### config.mk
export PLATFORM = sky130hd
export DESIGN_NAME = alu_exec_unit
export DESIGN_NICKNAME = d
export VERILOG_FILES = /design/src/rtl/alu_exec_unit.sv
export SDC_FILE = /design/constraint.sdc
export NUM_CORES = 1
export LEC_CHECK = 0
export ABC_CLOCK_PERIOD_IN_PS = 10300
export CORE_AREA = 2 2 175 220
export DETAILED_ROUTE_END_ITERATION = 7
export DIE_AREA = 0 0 177 222
export SETUP_SLACK_MARGIN = 0.1
export SYNTH_ARGS = -nofsm -noshare
export SYNTH_HDL_FRONTEND = slang
export SYNTH_SLANG_ARGS = --single-unit
### constraint.sdc
create_clock -name clk -period 10.3 [get_ports clk]
set_clock_uncertainty 0.2 [all_clocks]
set_input_delay 3.09 -clock clk [delete_from_list [all_inputs] [get_ports clk]]
set_output_delay 3.09 -clock clk [all_outputs]
set_load 0.1 [all_outputs]
### src/rtl/alu_exec_unit.sv
// Execution-stage ALU: single-cycle logic/arithmetic ops plus an iterative
// shift-add multiplier that holds busy high for WIDTH cycles.
module alu_exec_unit #(
  parameter int WIDTH = 32
) (
  input  logic             clk,
  input  logic             rst_n,
  input  logic             start,
  input  logic [3:0]       AluS,
  input  logic [WIDTH-1:0] A,
  input  logic [WIDTH-1:0] B,
  output logic             busy,
  output logic             done,
  output logic [WIDTH-1:0] Result,
  output logic             Zero
);

  localparam int CW = (WIDTH > 2) ? $clog2(WIDTH) : 1;
  localparam logic [CW-1:0] LAST_ITER = CW'(WIDTH - 1);

  localparam logic [3:0] OP_AND = 4'b0000;
  localparam logic [3:0] OP_OR  = 4'b0001;
  localparam logic [3:0] OP_ADD = 4'b0010;
  localparam logic [3:0] OP_MUL = 4'b0011;
  localparam logic [3:0] OP_SUB = 4'b0110;
  localparam logic [3:0] OP_SLT = 4'b0111;

  typedef enum logic {
    S_IDLE = 1'b0,
    S_MUL  = 1'b1
  } state_t;

  state_t           state_q, state_d;
  logic [WIDTH-1:0] mcand_q, mcand_d;
  logic [WIDTH-1:0] mplier_q, mplier_d;
  logic [WIDTH-1:0] acc_q, acc_d;
  logic [CW-1:0]    count_q, count_d;
  logic [WIDTH-1:0] result_q, result_d;
  logic             done_q, done_d;

  logic [WIDTH-1:0] alu_res;
  logic [WIDTH-1:0] acc_step;

  // Single-cycle operation result; unknown codes yield zero.
  always_comb begin
    alu_res = '0;
    case (AluS)
      OP_AND:  alu_res = A & B;
      OP_OR:   alu_res = A | B;
      OP_ADD:  alu_res = A + B;
      OP_SUB:  alu_res = A - B;
      OP_SLT:  alu_res = {{(WIDTH-1){1'b0}}, ($signed(A) < $signed(B))};
      default: alu_res = '0;
    endcase
  end

  // Next-state logic: accept in IDLE, one shift-add step per cycle in MUL.
  always_comb begin
    state_d  = state_q;
    mcand_d  = mcand_q;
    mplier_d = mplier_q;
    acc_d    = acc_q;
    count_d  = count_q;
    result_d = result_q;
    done_d   = 1'b0;
    acc_step = acc_q + (mplier_q[0] ? mcand_q : '0);
    case (state_q)
      S_IDLE: begin
        if (start) begin
          if (AluS == OP_MUL) begin
            mcand_d  = A;
            mplier_d = B;
            acc_d    = '0;
            count_d  = '0;
            state_d  = S_MUL;
          end else begin
            result_d = alu_res;
            done_d   = 1'b1;
          end
        end
      end
      S_MUL: begin
        acc_d    = acc_step;
        mcand_d  = mcand_q << 1;
        mplier_d = mplier_q >> 1;
        count_d  = count_q + 1'b1;
        // The last step commits the accumulator straight into Result.
        if (count_q == LAST_ITER) begin
          result_d = acc_step;
          done_d   = 1'b1;
          state_d  = S_IDLE;
        end
      end
      default: state_d = S_IDLE;
    endcase
  end

  // State and datapath registers with asynchronous active-low reset.
  always_ff @(posedge clk or negedge rst_n) begin
    if (!rst_n) begin
      state_q  <= S_IDLE;
      mcand_q  <= '0;
      mplier_q <= '0;
      acc_q    <= '0;
      count_q  <= '0;
      result_q <= '0;
      done_q   <= 1'b0;
    end else begin
      state_q  <= state_d;
      mcand_q  <= mcand_d;
      mplier_q <= mplier_d;
      acc_q    <= acc_d;
      count_q  <= count_d;
      result_q <= result_d;
      done_q   <= done_d;
    end
  end

  assign busy   = (state_q == S_MUL);
  assign done   = done_q;
  assign Result = result_q;
  assign Zero   = (result_q == '0);

endmodule

# Word level (Yosys, flattened, before mapping)
# Cells that the tools add are included.
# classes
add_sub_neg	4
magnitude_cmp	1
eq_ne	10
mux	26
bitwise_logic	3
n_reduce_logical	4
# ops
operator	n
2-to-1 mux 32 bit	10
case mux 32 bit (2 select lines)	4
case mux 32 bit (5 select lines)	1
adder 32 bit	2
AND 32 bit	1
zero test 32 bit	1
less-than comparator 32 bit	1
OR 32 bit	1
subtractor 32 bit	1
2-to-1 mux 5 bit	2
case mux 5 bit (2 select lines)	1
equality test 4 x 2 -> 1 bit (second input constant)	2
equality test 4 x 3 -> 1 bit (second input constant)	2
2-to-1 mux 1 bit	6
!= test 2 bit (second input constant)	3
adder 5 x 1 -> 5 bit (second input constant)	1
equality test 5 bit (second input constant)	1
equality test 4 x 1 -> 1 bit (second input constant)	1
zero test 4 bit	1
case mux 1 bit (2 select lines)	2
AND reduction 3 bit	1
!= test 2 x 1 -> 1 bit (second input constant)	1
AND reduction 2 bit	1
inverter 1 bit	1
# totals
reg_bits	135
in_bits	71
output_inout_bits	35
word_cells	55

# Longest topological paths before layout
# logic_depth
word_depth	5
mapped_depth	13
depth_no_buf	12

# Worst setup path after synthesis
# OpenSTA, ideal clock, no wires.
# synth_timing
path_kind	input -> register
from	input A[1]
to	register result_q[25] (netlist: Result[25])
setup_time_ps	132
arrival_time_ps	5467
slack_ps	4501
stages	11
n_path_buf	0
cell_sequence	inv_1 -> ha_1 -> o21bai_2 -> o2111ai_2 -> a311oi_2 -> a211o_2 -> a41oi_2 -> o31a_1 -> a211o_1 -> a2111oi_1 -> nor2_1
# synth_between
elab_chain_cells	5
# synth_rtl
item	line_no	source
from (decl)	10	input logic [WIDTH-1:0] A,
subtractor 32 bit or adder 32 bit (tied branches)	51, 50	
case mux 32 bit (5 select lines) *	47	case (AluS)
2-to-1 mux 32 bit *	70	if (AluS == OP_MUL) begin
2-to-1 mux 32 bit *	69	if (start) begin
case mux 32 bit (2 select lines) *	67	case (state_q)
to (signal assigned)	114	result_q <= result_d;
to (decl)	38	logic [WIDTH-1:0] result_q, result_d;
# Every way passes the cells marked *; elsewhere a longest branch is shown, timed or not. The select of a mux whose other input is x is not followed.
# A chain may end at the register's enable or synchronous reset.

# Worst setup path after layout
# layout_timing
from	input B[1]
to	register result_q[25] (netlist: Result[25])
# layout_between
elab_chain_cells	5
# layout_rtl
item	line_no	source
from (decl)	11	input logic [WIDTH-1:0] B,
subtractor 32 bit or adder 32 bit (tied branches)	51, 50	
case mux 32 bit (5 select lines) *	47	
2-to-1 mux 32 bit *	70	
2-to-1 mux 32 bit *	69	
case mux 32 bit (2 select lines) *	67	
# Marked as above.

==> implementation parameters <==
Parameter                              Value

Critical path
  Startpoint of the worst-slack reg-to-reg timing path ... mplier_q[0]
  Cell chain of the critical path ... clkdlybuf4s50_1 -> inv_1 -> ha_1 -> a211o_1 -> a21oi_1 -> a211oi_1 -> o211ai_1 -> a211oi_1 -> o21a_1 -> a211o_1 -> a2111oi_1 -> nor2_1
  Crit-path max FO ... 5
  Data arrival time of the critical path ... about 7 ns
  Slowest stage delay, CP ... approximately 0.62 ns
  Slowest cell on crit path ... clkdlybuf4s50_1
  FF-to-FF setup slack ... around 6.4 ns
  CP startpoint kind ... input pin
  Cell count of the worst reg-to-reg path ... 13
  Buffering stage count on the worst path with inverters included ... 2
  Cell count along the critical path ... 12
  Critical path's top delay family ... compound AO/OA/AOI/OAI gates
  Startpoint of the worst setup timing path ... B[1]
  CP endpoint ... Result[25]
  Category of the critical setup timing path ... input pin to flop
  Critical path endpoint category ... flop
  Reg-to-reg critical path endpoint ... Result[28]
  Required time worst endpoint ... 10.43 ns

Cells and area
  Commonest non-fill, non-tap cells in the layout ... nand2_1, o21ai_0, dfrtp_1, ha_1, a21oi_1
  Fill count ... between 3000 and 4000
  Relative area change from synthesis to final layout ... 16.0%
  Fraction of layout instances using a drive strength above 1 ... 5.05%
  Leading cell type in the layout, fill and taps excluded ... nand2_1
  Fin nets ... about 1900

Clock network
  CTS Buf Count ... 17
  Post CTS Setup Buffer Count ... 0
  Clk_lat worst skew ... about 0.46 ns
  Number of H-tree levels ... 4
  Number of buffers inserted by hold repair at cts ... 0
  Clock tree from TritonCTS ... yes
  Maximum number of buffers from clock root to sink ... 2
  Root buffer selected by CTS ... clkbuf_16
  Post-cts sizing count ... 0
  Clock transition at the registers of the reported paths ... 0.06 ns
  # clock sinks ... about 140

STA
  Final Slew Violations ... 0
  Worst path setup slack after routing ... roughly 3.6 ns
  Relative max-transition margin ... between 20% and 30%
  Final count of hold timing violations ... 0
  Achievable frequency ... 149 MHz
  Setup violation total in the final timing report ... 0
  Fraction of the cycle the final worst path needs ... about two thirds
  RSZ-0062 raised after global routing ... no
  Period minus WS final ... 6.72 ns
  Total Negative Setup Slacks ... 0 ns
  Slew @ Worst Pin ... 1.05 ns

Global routing
  Largest net degree at the start of global routing ... roughly 100
  First-pass GRT wire length ... roughly 70000 um
  Via count of the first global-routing pass ... about 12000
  Global-route total usage across every layer ... between 20 and 25%
  GR Overflow Total ... 0
  Antenna violations before repair ... 1

Floorplan
  Placeable core region ... 37100 um2
  Die outline area ... 39300 um2
  Vert. Die Dim ... roughly 220 um
  Rows ... between 70 and 80
  Initial standard-cell utilization of the core ... 34.6%
  Total I/O pin count ... 106
  Overall die width ... roughly 180 um

Drt
  Total number of vias ... approximately 12000
  Number of DRC markers in iteration 0 ... 973
  Vias per std cell ... 5.73
  Count of antenna-violating nets left after detailed routing ... 0
  WL/cell ... 20.5 um
  Drt first pass iters ... 6
  Met2 WL ... between 20000 and 25000 um
  DRT met1 WL ... slightly below 20000 um
  Routed length on met3 ... 2680 um
  Drt drc ... 0
  Wirelength, routed ... around 45000 um
  Highest routed layer ... met5

Placement
  Port Buffers ... between 100 and 150
  DP Worst Slack ... approximately 3.2 ns
  Placer congestion estimate ... ~0.99
  Post-DP HPWL ... 33600 um

Power and ir drop
  Cell leakage power ... around 0.0068 uW
  Design Power ... between 4000 and 5000 uW
  Maximum vdd ir drop ... between 150 and 200 uV
  Power per standard cell area ... 270 nW/um2

Status
  Status ... finished, final reports clean

Worst hold path
  Classification of the worst-slack hold path ... flop to flop

Synth
  Post-synthesis async set-or-reset flop share ... 100%
  Yosys Warn Count ... 0
  Syn Nets ... between 1500 and 2000
  Cell Area, Synth ... ~13000 um2
  Sequential area share after synthesis ... a little over a quarter
  Synthesized area divided by synthesized cell count ... about 7.9 um2
  Number of distinct standard cells referenced by the synthesized netlist ... 86
  Yosys reg bits ... about 140
  Top_reg_cell synth ... dfrtp_1
  Gate count after technology mapping ... approximately 1600
  Number of enable flip-flop cells after synthesis ... 0

Run
  Max-cap viol count ... 0
-- layout make-up --
cell class	count	area, um2	area share [%]
tap	486	608	4.08
sequential	135	3380	22.7
inverter	110	413	2.77
multi-input combinational	1288	8740	58.7
timing repair buffer	118	1150	7.72
clock inverter	13	170	1.14
clock buffer	18	429	2.88
antenna	1	2.50	0.0168
-- power breakdown --
part / total [uW] / internal (uW) / switching, uW
clock: 660 / 382 / 277
combinational: 2330 / 813 / 1510
sequential: 1040 / 795 / 246
-- worst min path at each step --
stage               cells past startpoint           end         start
floorplan                               2  mplier_q[31]  mplier_q[31]
global placement                        2  mplier_q[27]  mplier_q[27]
detailed placement                      2      acc_q[6]      acc_q[6]
CTS                                     2   mcand_q[31]   mcand_q[31]
global route                            2      acc_q[8]      acc_q[8]
finish                                  2  mplier_q[13]  mplier_q[13]
-- worst min-delay path, cell delays in order, from the launching register on --
cell	delay, ns
dfrtp_1	0.34
nand2_1	0.04
o21ai_0	0.06
-- flip-flops by register name, summed over array words and instances, names as in the netlist --
name	flops
Result	32
acc_q	32
mcand_q	32
mplier_q	32
count_q	5
busy	1
done	1
-- cell families after synthesis --
group | after synthesis | synth area share [%]
multiplexers | 65 | 5.07
buffers and inverters | 198 | 5.92
XOR/XNOR | 34 | 2.32
AO/OA/AOI/OAI | 542 | 28.4
adder cells (fa/ha/maj) | 135 | 13.3
flip-flops | 135 | 26.3
AND/OR/NAND/NOR | 512 | 18.6
-- metal layers --
layer  global-route usage, %  vias to the layer above
li1                        -                     5943
met1                    29.7                     5963
met2                    37.0                      424
met3                    4.65                       88
met4                    7.78                        2
met5                       0                        -
-- Yosys cell counts, drive strengths merged (13+ instances only) --
| library cell | instances | share of area [%] |
|---|---|---|
| a211oi | 13 | 0.76 |
| a21o | 36 | 2.1 |
| a21oi | 115 | 4.5 |
| a31oi | 35 | 1.7 |
| and2 | 42 | 2.0 |
| buf | 22 | 0.76 |
| clkbuf | 66 | 1.9 |
| dfrtp | 135 | 26 |
| ha | 132 | 13 |
| inv | 110 | 3.2 |
| mux2i | 65 | 5.1 |
| nand2 | 211 | 6.2 |
| nand2b | 14 | 0.68 |
| nand3 | 25 | 0.97 |
| nand4 | 19 | 0.93 |
| nor2 | 99 | 2.9 |
| nor3 | 35 | 1.4 |
| nor4 | 15 | 0.73 |
| o211ai | 14 | 0.86 |
| o21a | 24 | 1.4 |
| o21ai | 150 | 5.9 |
| o21bai | 14 | 0.85 |
| o31ai | 19 | 1.2 |
| xnor2 | 24 | 1.6 |
-- through the flow --
stage               hold WS (ns)  util (%)  cell area, um2  std cells
floorplan                  0.248         -           12800       1621
global placement           0.264      38.6           14300       2137
detailed placement         0.270      38.6           14300       2137
CTS                        0.285      40.2           14900       2168
global route               0.301      40.2           14900       2168
finish                     0.278      40.2           14900       2169
(Power assumes the default switching activity.)
